[config.mk]
export PLATFORM = sky130hd
export DESIGN_NAME = dmem_arbiter
export DESIGN_NICKNAME = d
export VERILOG_FILES = /design/src/rtl/dmem_arb_pkg.sv /design/src/rtl/dmem_align_chk.sv /design/src/rtl/dmem_arbiter.sv
export SDC_FILE = /design/constraint.sdc
export NUM_CORES = 1
export LEC_CHECK = 0
export BUFFER_PORTS_ARGS = -buffer_cell sky130_fd_sc_hd__buf_2
export CORE_AREA = 4 4 123 125
export CTS_CLUSTER_DIAMETER = 120
export DETAILED_ROUTE_END_ITERATION = 16
export DIE_AREA = 0 0 127 129
export PLACE_DENSITY_LB_ADDON = 0.25
export SYNTH_ARGS = -nofsm -noshare
export SYNTH_HDL_FRONTEND = slang
export SYNTH_SLANG_ARGS = --single-unit
[constraint.sdc]
create_clock -name iClk -period 1.36 [get_ports iClk]
set_input_delay 0.136 -clock iClk [delete_from_list [all_inputs] [get_ports iClk]]
set_output_delay 0.136 -clock iClk [all_outputs]
set_load 0.05 [all_outputs]
[src/rtl/dmem_arb_pkg.sv]
// dmem_arb_pkg: FSM states, RV32 load/store width codes and access-size helper for the data-memory arbiter
package dmem_arb_pkg;
  typedef enum logic [1:0] {IDLE, ACCESS, RESP} state_e;
  localparam logic [2:0] F3_B  = 3'b000;
  localparam logic [2:0] F3_H  = 3'b001;
  localparam logic [2:0] F3_W  = 3'b010;
  localparam logic [2:0] F3_BU = 3'b100;
  localparam logic [2:0] F3_HU = 3'b101;
  function automatic logic [2:0] f3_size(input logic [2:0] f3);
    return f3[1:0] == 2'b00 ? 3'd1 : f3[1:0] == 2'b01 ? 3'd2 : 3'd4;
  endfunction
endpackage

[src/rtl/dmem_align_chk.sv]
// dmem_align_chk: flags misaligned, illegal-width or out-of-range data-memory commands
module dmem_align_chk
  import dmem_arb_pkg::*;
#(
  parameter int MEM_BYTES = 2000
) (
  input  logic        we,
  input  logic [31:0] addr,
  input  logic [2:0]  funct3,
  output logic        err
);
  logic [32:0] last;
  logic bad_f3, bad_align, bad_range;
  always_comb begin
    last = {1'b0, addr} + {30'b0, f3_size(funct3)} - 33'd1;
    bad_f3 = we ? funct3 > F3_W : !(funct3 inside {F3_B, F3_H, F3_W, F3_BU, F3_HU});
    bad_align = (funct3 inside {F3_H, F3_HU}) ? addr[0] : funct3 == F3_W ? |addr[1:0] : 1'b0;
    bad_range = last >= 33'(MEM_BYTES);
    err = bad_f3 | bad_align | bad_range;
  end
endmodule

[src/rtl/dmem_arbiter.sv]
// dmem_arbiter: round-robin two-port arbiter that sequences each grant into one registered memory strobe and a response.
// Define DMEM_ARB_ALIGN_CHECK_EN to reject misaligned, illegal-width and out-of-range commands.
module dmem_arbiter
  import dmem_arb_pkg::*;
#(
  parameter int MEM_BYTES = 2000
) (
  input  logic        iClk,
  input  logic        iRstN,
  input  logic        iReq0,
  input  logic        iReq1,
  input  logic        iWe0,
  input  logic        iWe1,
  input  logic [31:0] iAddr0,
  input  logic [31:0] iAddr1,
  input  logic [31:0] iWdata0,
  input  logic [31:0] iWdata1,
  input  logic [2:0]  iFunct3_0,
  input  logic [2:0]  iFunct3_1,
  output logic        oGnt0,
  output logic        oGnt1,
  output logic        oRvalid0,
  output logic        oRvalid1,
  output logic [31:0] oRdata0,
  output logic [31:0] oRdata1,
  output logic        oErr0,
  output logic        oErr1,
  output logic [31:0] oMemAddress,
  output logic [31:0] oMemWriteData,
  output logic [2:0]  oMemFunct3,
  output logic        oMemWrite,
  output logic        oMemRead,
  input  logic [31:0] iMemReadData
);
  state_e state_q, state_d;
  logic prio_q, prio_d, sel_q, sel_d, we_q, we_d, rej_q, rej_d;
  logic [1:0] gnt_q, gnt_d, rvalid_q, rvalid_d, err_q, err_d;
  logic [1:0][31:0] rdata_q, rdata_d;
  logic [31:0] mem_addr_q, mem_addr_d, mem_wdata_q, mem_wdata_d;
  logic [2:0] mem_f3_q, mem_f3_d;
  logic mem_we_q, mem_we_d, mem_re_q, mem_re_d;
  logic win, c_we, c_rej;
  logic [31:0] c_addr, c_wdata;
  logic [2:0] c_f3;
  // Port 1 wins when alone or when it holds priority in a tie
  assign win = iReq1 & (~iReq0 | prio_q);
  assign c_we = win ? iWe1 : iWe0;
  assign c_addr = win ? iAddr1 : iAddr0;
  assign c_wdata = win ? iWdata1 : iWdata0;
  assign c_f3 = win ? iFunct3_1 : iFunct3_0;
`ifdef DMEM_ARB_ALIGN_CHECK_EN
  dmem_align_chk #(.MEM_BYTES(MEM_BYTES)) u_chk (
    .we(c_we),
    .addr(c_addr),
    .funct3(c_f3),
    .err(c_rej)
  );
`else
  logic unused_mem_bytes;
  assign unused_mem_bytes = ^MEM_BYTES;
  assign c_rej = 1'b0;
`endif
  always_comb begin
    state_d = state_q;
    prio_d = prio_q;
    sel_d = sel_q;
    we_d = we_q;
    rej_d = rej_q;
    gnt_d = '0;
    rvalid_d = '0;
    err_d = '0;
    rdata_d = '0;
    mem_addr_d = '0;
    mem_wdata_d = '0;
    mem_f3_d = '0;
    mem_we_d = 1'b0;
    mem_re_d = 1'b0;
    case (state_q)
      IDLE: if (iReq0 | iReq1) begin
        state_d = ACCESS;
        prio_d = (iReq0 & iReq1) ? ~win : prio_q;
        sel_d = win;
        we_d = c_we;
        rej_d = c_rej;
        gnt_d = win ? 2'b10 : 2'b01;
        mem_addr_d = c_addr;
        mem_wdata_d = c_wdata;
        mem_f3_d = c_f3;
        mem_we_d = c_we & ~c_rej;
        mem_re_d = ~c_we & ~c_rej;
      end
      ACCESS: begin
        state_d = RESP;
        rvalid_d = sel_q ? 2'b10 : 2'b01;
        err_d = {2{rej_q}} & rvalid_d;
        rdata_d[sel_q] = (we_q | rej_q) ? 32'h0 : iMemReadData;
      end
      default: state_d = IDLE;
    endcase
  end
  always_ff @(posedge iClk) begin
    if (!iRstN) begin
      state_q <= IDLE;
      prio_q <= 1'b0;
      sel_q <= 1'b0;
      we_q <= 1'b0;
      rej_q <= 1'b0;
      gnt_q <= '0;
      rvalid_q <= '0;
      err_q <= '0;
      rdata_q <= '0;
      mem_addr_q <= '0;
      mem_wdata_q <= '0;
      mem_f3_q <= '0;
      mem_we_q <= 1'b0;
      mem_re_q <= 1'b0;
    end else begin
      state_q <= state_d;
      prio_q <= prio_d;
      sel_q <= sel_d;
      we_q <= we_d;
      rej_q <= rej_d;
      gnt_q <= gnt_d;
      rvalid_q <= rvalid_d;
      err_q <= err_d;
      rdata_q <= rdata_d;
      mem_addr_q <= mem_addr_d;
      mem_wdata_q <= mem_wdata_d;
      mem_f3_q <= mem_f3_d;
      mem_we_q <= mem_we_d;
      mem_re_q <= mem_re_d;
    end
  end
  assign oGnt0 = gnt_q[0];
  assign oGnt1 = gnt_q[1];
  assign oRvalid0 = rvalid_q[0];
  assign oRvalid1 = rvalid_q[1];
  assign oErr0 = err_q[0];
  assign oErr1 = err_q[1];
  assign oRdata0 = rdata_q[0];
  assign oRdata1 = rdata_q[1];
  assign oMemAddress = mem_addr_q;
  assign oMemWriteData = mem_wdata_q;
  assign oMemFunct3 = mem_f3_q;
  assign oMemWrite = mem_we_q;
  assign oMemRead = mem_re_q;
endmodule

Word level (Yosys, flattened, before mapping)
Index checks and enable logic that the tools add are counted.
{"block": "totals", "ff_bits": 142, "input_bits": 172, "output_inout_bits": 139, "elab_cells": 42}
{"block": "op_classes", "n_lt_le_gt_ge": 2, "n_eq_ne": 2, "muxes": 11, "bitwise": 8, "reduce_logical": 6}
{"operator": "32-bit two-way mux", "count": 4}
{"operator": "64-bit AND", "count": 1}
{"operator": "32-bit demux with 1-bit select", "count": 1}
{"operator": "2-bit two-way mux", "count": 3}
{"operator": "3-bit AND reduction", "count": 2}
{"operator": "2-bit case mux with 2 select lines", "count": 1}
{"operator": "2-bit AND reduction", "count": 2}
{"operator": "3-bit two-way mux", "count": 1}
{"operator": "1-bit inverter", "count": 3}
{"operator": "1-bit AND", "count": 2}
{"operator": "2-bit by 1-bit equality test with 1-bit output (second input constant)", "count": 1}
{"operator": "2-bit zero test", "count": 1}
{"operator": "1-bit by 2-bit < comparator with 1-bit output (second input constant)", "count": 1}
{"operator": "2-bit inequality test (second input constant)", "count": 1}
{"operator": "1-bit bitwise OR", "count": 2}
{"operator": "1-bit >= comparator (second input constant)", "count": 1}
{"operator": "1-bit logical AND", "count": 1}
{"operator": "1-bit two-way mux", "count": 1}

Depth between registers and ports, before layout
Gate-level depths: netlist of the first run.
{"block": "logic_depth", "word_depth": 5, "mapped_depth": 6, "mapped_depth_nobuf": 3}

Least setup slack after synthesis of the first run
Ideal clock, no wire load.
{"block": "synth_timing", "kind": "register to register", "startpoint": "reg prio_q", "endpoint": "reg mem_addr_q[13] (netlist: oMemAddress[13])", "setup_time_ps": 117, "t_arrival_ps": 1179, "t_required_ps": 1243, "path_slack_ps": 64, "stages_incl_launch_ff": 7, "n_path_buf": 3, "period_less_slack_ps": 1296, "cell_sequence": "dfxtp_1 -> nand2b_1 -> and3_1 -> buf_2 -> buf_6 -> buf_6 -> a22o_1"}
{"block": "synth_via", "elab_chain_cells": 3}
{"item": "from (decl)", "line": "dmem_arbiter.sv:36", "source": "logic prio_q, prio_d, sel_q, sel_d, we_q, we_d, rej_q, rej_d;"}
{"item": "from (signal assigned)", "line": "dmem_arbiter.sv:119", "source": "prio_q <= prio_d;"}
{"item": "1-bit bitwise OR", "line": "dmem_arbiter.sv:46", "source": "assign win = iReq1 & (~iReq0 | prio_q);"}
{"item": "1-bit AND", "line": "dmem_arbiter.sv:46"}
{"item": "32-bit two-way mux", "line": "dmem_arbiter.sv:48", "source": "assign c_addr = win ? iAddr1 : iAddr0;"}
{"item": "to (signal assigned)", "line": "dmem_arbiter.sv:127", "source": "mem_addr_q <= mem_addr_d;"}
{"item": "to (decl)", "line": "dmem_arbiter.sv:39", "source": "logic [31:0] mem_addr_q, mem_addr_d, mem_wdata_q, mem_wdata_d;"}
Every way passes these cells.
A chain may end at the register's enable or synchronous reset.

Worst setup path after layout of the first run
{"block": "layout_timing", "startpoint": "reg state_q[1]", "endpoint": "reg mem_addr_q[9] (netlist: oMemAddress[9])"}
{"block": "layout_via", "elab_chain_cells": 2}
{"item": "from (decl)", "line": "dmem_arbiter.sv:35", "source": "state_e state_q, state_d;"}
{"item": "from (signal assigned)", "line": "dmem_arbiter.sv:118", "source": "state_q <= state_d;"}
{"item": "2-bit zero test", "line": "dmem_arbiter.sv:78", "source": "case (state_q)"}
{"item": "3-bit AND reduction (no source line)"}
Every way passes these cells.

==> results.sh, run 1 <==
export IMPL_status="finished clean"
export IMPL_yosysSeqAreaShare_pct=68.8
export IMPL_grt_pass1_wl_um=25600
export IMPL_critical_path_depth=4
export IMPL_grt_pass1_vias=4912
export IMPL_hp_start="iRstN"
export IMPL_dpl_cell_count=829
export IMPL_post_route_drc_count=0
export IMPL_reg2reg_depth=4
export IMPL_synth_area_mm2=0.00413
export IMPL_fmax_mhz=766
export IMPL_r2r_start="state_q[1]"
export IMPL_setup_tns_ns=0
export IMPL_ant_nets=0
export IMPL_io_pin_count=311
export IMPL_avgSynthCellArea_um2=11.4
export IMPL_power_density_mw_per_mm2=1390
export IMPL_synth_cell_types=24
export IMPL_cts_buffer_depth=2
export IMPL_yosys_top_cells_area="dfxtp_1 69%, a22o_1 14%, nor2_1 6.0%, nand2_1 3.2%, buf_2 2.1%"
export IMPL_wl_per_cell_um=16.6
export IMPL_required_ns=1.71
export IMPL_grtUsageTotal_pct=20.2
export IMPL_cts_sinks=142
export IMPL_cts_root_buf="clkbuf_16"
export IMPL_synth_top_area_cell="dfxtp_1"
export IMPL_htreeDepth=4
export IMPL_dieHeight_um=129
export IMPL_critPathSlowestCell="dfxtp_1"
export IMPL_post_synth_top_area_fraction_pct=68.8
export IMPL_r2r_setup_slack_ns=0.05
export IMPL_timing_final_crit_share_pct=96.0
export IMPL_finalCriticalPeriod_ns=1.31
export IMPL_via_per_inst=4.46
export IMPL_cp_cell_sequence="nor3b_2, and3_4, clkbuf_16, a22o_1"
export IMPL_crit_path_start="state_q[1]"
export IMPL_finalMaxSlewViolations=0
export IMPL_total_power_mw=11.4
export IMPL_critPathMaxFanout=20
export IMPL_ys_warn_count=0
export IMPL_critPathKind="reg -> reg"
export IMPL_p_leak_nw=4.18
export IMPL_hold_worst_slack_ns=0.0662
export IMPL_fin_cells=1031
export IMPL_ir_worst_vdd_uv=741
export IMPL_syn2layout_area_growth_pct=99.4
export IMPL_dieArea_mm2=0.0164
export IMPL_final_core_util_pct=59.3
export IMPL_clk_latency_ns=0.42
export IMPL_numCtsBuffers=17
export IMPL_gp_congestion=0.826
export IMPL_cp_end_kind="flip-flop"
export IMPL_placementRows=43
export IMPL_vias=4602
export IMPL_drtPass1Iterations=4
export IMPL_cp_num_buf_inv=1
export IMPL_tritoncts="yes"
export IMPL_cts_clk_slew_worst_paths_ns=0.06
export IMPL_critPathMaxStageDelay_ns=0.34
export IMPL_initial_core_util_pct=29.8
export IMPL_setup_violations_final=0
export IMPL_rsz0062_at_grt="yes"
export IMPL_grt_ovfl_total=0
export IMPL_nNetsFinal=1009
export IMPL_cap_viol_max_count=0
export IMPL_grt_max_degree=41
export IMPL_cp_arrival_ns=1.66
export IMPL_syn_inst=361
export IMPL_antenna_found_initial=1
export IMPL_clock_skew_final_ns=0.0144
export IMPL_hp_class="in -> reg"
export IMPL_fp_dieW_um=127
export IMPL_drive_gt1_share_pct=41.4
export IMPL_core_mm2=0.0139
export IMPL_whs_path_depth=2
export IMPL_ys_seq_elements=142
export IMPL_start_kind="flip-flop"
export IMPL_path_delay_family="simple AND/OR/NAND/NOR gates"
export IMPL_place_port_buffers=308
export IMPL_hold_viol_final=0
export IMPL_drtIter0Drc=134
export IMPL_wirelength_um=17100
export IMPL_hpwl_um=10400
==> metal layers <==
metal,GRT usage (%),vias up,wire [um]
met5,0,-,0
met4,11.4,0,663
met3,7.93,49,1680
met2,33.1,283,8170
met1,22.6,2099,6630
li1,-,2171,-
==> power breakdown <==
group,switching (mW),internal [mW]
combinational,1.22,0.825
clock,1.68,3.27
sequential,0.0569,4.36
total,2.95,8.46
==> state kept, by name (all words and copies together) (netlist names), 2 cells and up <==
signal         cells
oMemWriteData     32
oMemFunct3         3
rvalid_q           2
gnt_q              2
oMemAddress       32
state_q            2
oRdata1           32
oRdata0           32
==> worst paths after layout <==
check / endpoint
max: oMemAddress[9]
min: state_q[1]
max reg2reg: oMemAddress[9]
min reg2reg: sel_q
==> area by class of cell <==
type                            instances  area [um2]
Antenna cell                            1        2.50
Clock buffer                           23         488
Inverter                                5        18.8
Clock inverter                          9         155
Timing Repair Buffer                  484        3390
Sequential cell                       142        2840
Tap cell                              180         225
Fill cell                            1090        5640
Multi-Input combinational cell        187        1110
==> cell families after synthesis <==
| logic type | count (synthesis) | synth area share, % |
|---|---|---|
| XOR/XNOR | 1 | 0.212 |
| AND/OR/NAND/NOR | 111 | 11.0 |
| flip-flops | 142 | 68.8 |
| other | 1 | 0.0908 |
| buffers and inverters | 33 | 4.60 |
| AO/OA/AOI/OAI | 73 | 15.3 |
==> worst reg2reg max path: cells and delay by family (launching register included) <==
| kind | cells | cell delay [ns] |
|---|---|---|
| compound gates | 1 | 0.16 |
| flops | 1 | 0.34 |
| buf+inv | 1 | 0.21 |
| simple gates | 2 | 0.54 |
==> through the flow <==
step	instance area, um2	setup WS, ns
after detailed placement	5860	0.0376
after floorplan	4140	0.0643
final	8240	0.0542
after global routing	8240	-0.0127
after global placement	5860	0.0924
after CTS	8180	0.0202
==> layout by cell type (no fill, tap or decap), drive strengths merged, types with 3 or more instances in the layout <==
cell,instances
clkinv,3
clkbuf,25
bufinv,4
dlygate4sd3,167
buf,315
dfxtp,142
inv,6
a22o,67
nand2,35
nor2,66
==> synthesized netlist by cell type <==
cell,n
a311oi_1,1
nand2b_1,2
nand3_1,1
inv_1,5
buf_2,17
xnor2_1,1
nor3_1,1
a22o_1,67
o21ai_0,1
conb_1,1
a21oi_1,1
nor3b_2,1
o21bai_1,1
nand2_1,35
clkbuf_1,4
a21bo_2,1
and3_1,2
and3b_1,2
nor2_1,66
o31a_1,1
buf_4,2
dfxtp_1,142
nor4bb_1,1
buf_6,5
==> repair_timing <==
item | 4_1_cts | 5_1_grt
hold buffers | 167 | 0
buffers inserted | 0 | 0
resized for setup | 0 | 3
setup endpoints to repair | 0 | 43
endpoints found under the hold margin | 132 | 0
Note: power is estimated with default switching activity, not from simulation.
==> inputs of run 2 (changes only) <==
- CELL_PAD_IN_SITES_DETAIL_PLACEMENT: default -> 0
- CELL_PAD_IN_SITES_GLOBAL_PLACEMENT: default -> 1
- CORE_AREA: 4 4 123 125 -> 4 4 134 136
- DIE_AREA: 0 0 127 129 -> 0 0 138 140
==> run 2 against run 1 <==
  * Utilization down 11 points
  * Count of clock-buffer cells in the layout unchanged
  * Final cell count up 4.3%
  * Critical endpoint is now oMemWriteData[25]
  * Sequential share of layout area up 0.23 points
  * First-iteration DRC count down 9.0%
  * Sequential power about the same
  * Fmax up 2.0%
  * Flip-flop and latch count unchanged
  * Setup slack better by 0.025 ns
  * Via count down 3.7%
  * Critical path depth unchanged
==> results.sh, run 2 (synthesis gave the netlist of run 1 again) <==
export IMPL_core_mm2=0.0169
export IMPL_place_port_buffers=308
export IMPL_hp_class="in -> reg"
export IMPL_htreeDepth=4
export IMPL_nNetsFinal=1010
export IMPL_grtUsageTotal_pct=16.1
export IMPL_grt_pass1_wl_um=24700
export IMPL_grt_max_degree=48
export IMPL_cts_clk_slew_worst_paths_ns=0.06
export IMPL_syn2layout_area_growth_pct=98.1
export IMPL_post_place_ws_ns=0.0289
export IMPL_wl_per_cell_um=15.1
export IMPL_hold_worst_slack_ns=0.0445
export IMPL_drtPass1Iterations=4
export IMPL_fmax_mhz=781
export IMPL_cap_viol_max_count=0
export IMPL_hpwl_um=10900
export IMPL_start_kind="flip-flop"
export IMPL_total_power_mw=10.6
export IMPL_drive_gt1_share_pct=41.4
export IMPL_hold_viol_final=0
export IMPL_fp_dieW_um=138
export IMPL_initial_core_util_pct=24.4
export IMPL_setup_tns_ns=0
export IMPL_placementRows=48
export IMPL_final_seq_area_mm2=0.00285
export IMPL_critPathMaxFanout=23
export IMPL_grt_pass1_vias=4764
export IMPL_timing_final_crit_share_pct=94.2
export IMPL_required_ns=1.71
export IMPL_cts_root_buf="clkbuf_16"
export IMPL_cts_sinks=142
export IMPL_vias=4432
export IMPL_antenna_found_initial=1
export IMPL_diodes=0
export IMPL_gp_congestion=0.817
export IMPL_drtIter0Drc=122
export IMPL_status="finished clean"
export IMPL_cp_end_kind="flip-flop"
export IMPL_cp_arrival_ns=1.63
export IMPL_cts_setup_buffers=0
export IMPL_setup_slack_ns=0.0795
export IMPL_fin_cells=1075
export IMPL_final_cell_mix="308 x buf_2, 167 x dlygate4sd3_1, 140 x dfxtp_1"
export IMPL_ir_worst_vdd_uv=812
export IMPL_setup_violations_final=0
export IMPL_clk_latency_ns=0.42
export IMPL_dieHeight_um=140
export IMPL_finalMaxSlewViolations=0
export IMPL_final_common_cell="buf_2"
export IMPL_p_leak_nw=4.12
export IMPL_io_pin_count=311
export IMPL_finalCriticalPeriod_ns=1.28
export IMPL_nFillCells=1546
export IMPL_critPathKind="reg -> reg"
export IMPL_wirelength_um=16200
export IMPL_dpl_cell_count=875
export IMPL_ant_nets=0
export IMPL_rsz0062_at_grt="no"
export IMPL_clock_skew_final_ns=0.0132
export IMPL_grt_ovfl_total=0
export IMPL_via_per_inst=4.12
export IMPL_numCtsBuffers=17
export IMPL_tritoncts="yes"
export IMPL_power_density_mw_per_mm2=1300
export IMPL_dieArea_mm2=0.0193
export IMPL_cts_buffer_depth=2
export IMPL_multiInputGateArea_mm2=0.00111
export IMPL_post_route_drc_count=0
run 2: power by group:
group          total (mW)  switching, mW  internal (mW)
Combinational        2.01           1.19          0.823
Sequential           4.42         0.0582           4.36
Clock                4.18           1.71           2.47
run 2: through the flow:
step	utilization [%]	area (um2)
after floorplan	-	4140
after global placement	34.8	5900
after detailed placement	34.8	5900
after CTS	47.9	8110
after global routing	48.3	8190
final	48.3	8190
run 2: metal layers:
| metal | share of wire [%] | up-vias | global-route usage, % |
|---|---|---|---|
| met5 | 0 | - | 0 |
| met4 | 4.1 | 0 | 8.42 |
| met3 | 8.8 | 40 | 6.59 |
| met2 | 49 | 239 | 27.3 |
| met1 | 38 | 1984 | 17.3 |
| li1 | - | 2169 | - |
run 2: timing repair:
action	CTS	global route
setup endpoints to repair	0	68
hold buffers	167	0
resized for setup	0	8
hold endpoints to repair	134	0
run 2: final timing paths:
| kind | start | end | slack (ns) | cells after the start |
|---|---|---|---|---|
| max | state_q[0] | oMemWriteData[25] | 0.08 | 4 |
| min | iWe1 | oMemWrite | 0.04 | 3 |
| max reg2reg | state_q[0] | oMemWriteData[25] | 0.08 | 4 |
| min reg2reg | sel_q | sel_q | 0.48 | 2 |
run 2: cell type report:
type / count / share of cell area (%)
Clock buffer: 23 / 5.84
Clock inverter: 8 / 0.749
Inverter: 5 / 0.229
Multi-Input combinational cell: 187 / 13.6
Sequential cell: 142 / 34.8
Tap cell: 225 / 3.44
Timing Repair Buffer: 485 / 41.4
run 2: critical path: stages, from the launching register on:
cell       delay (ns)
dfxtp_2          0.34
nor3b_2          0.24
and3_4           0.28
clkbuf_16        0.21
a22o_1           0.16
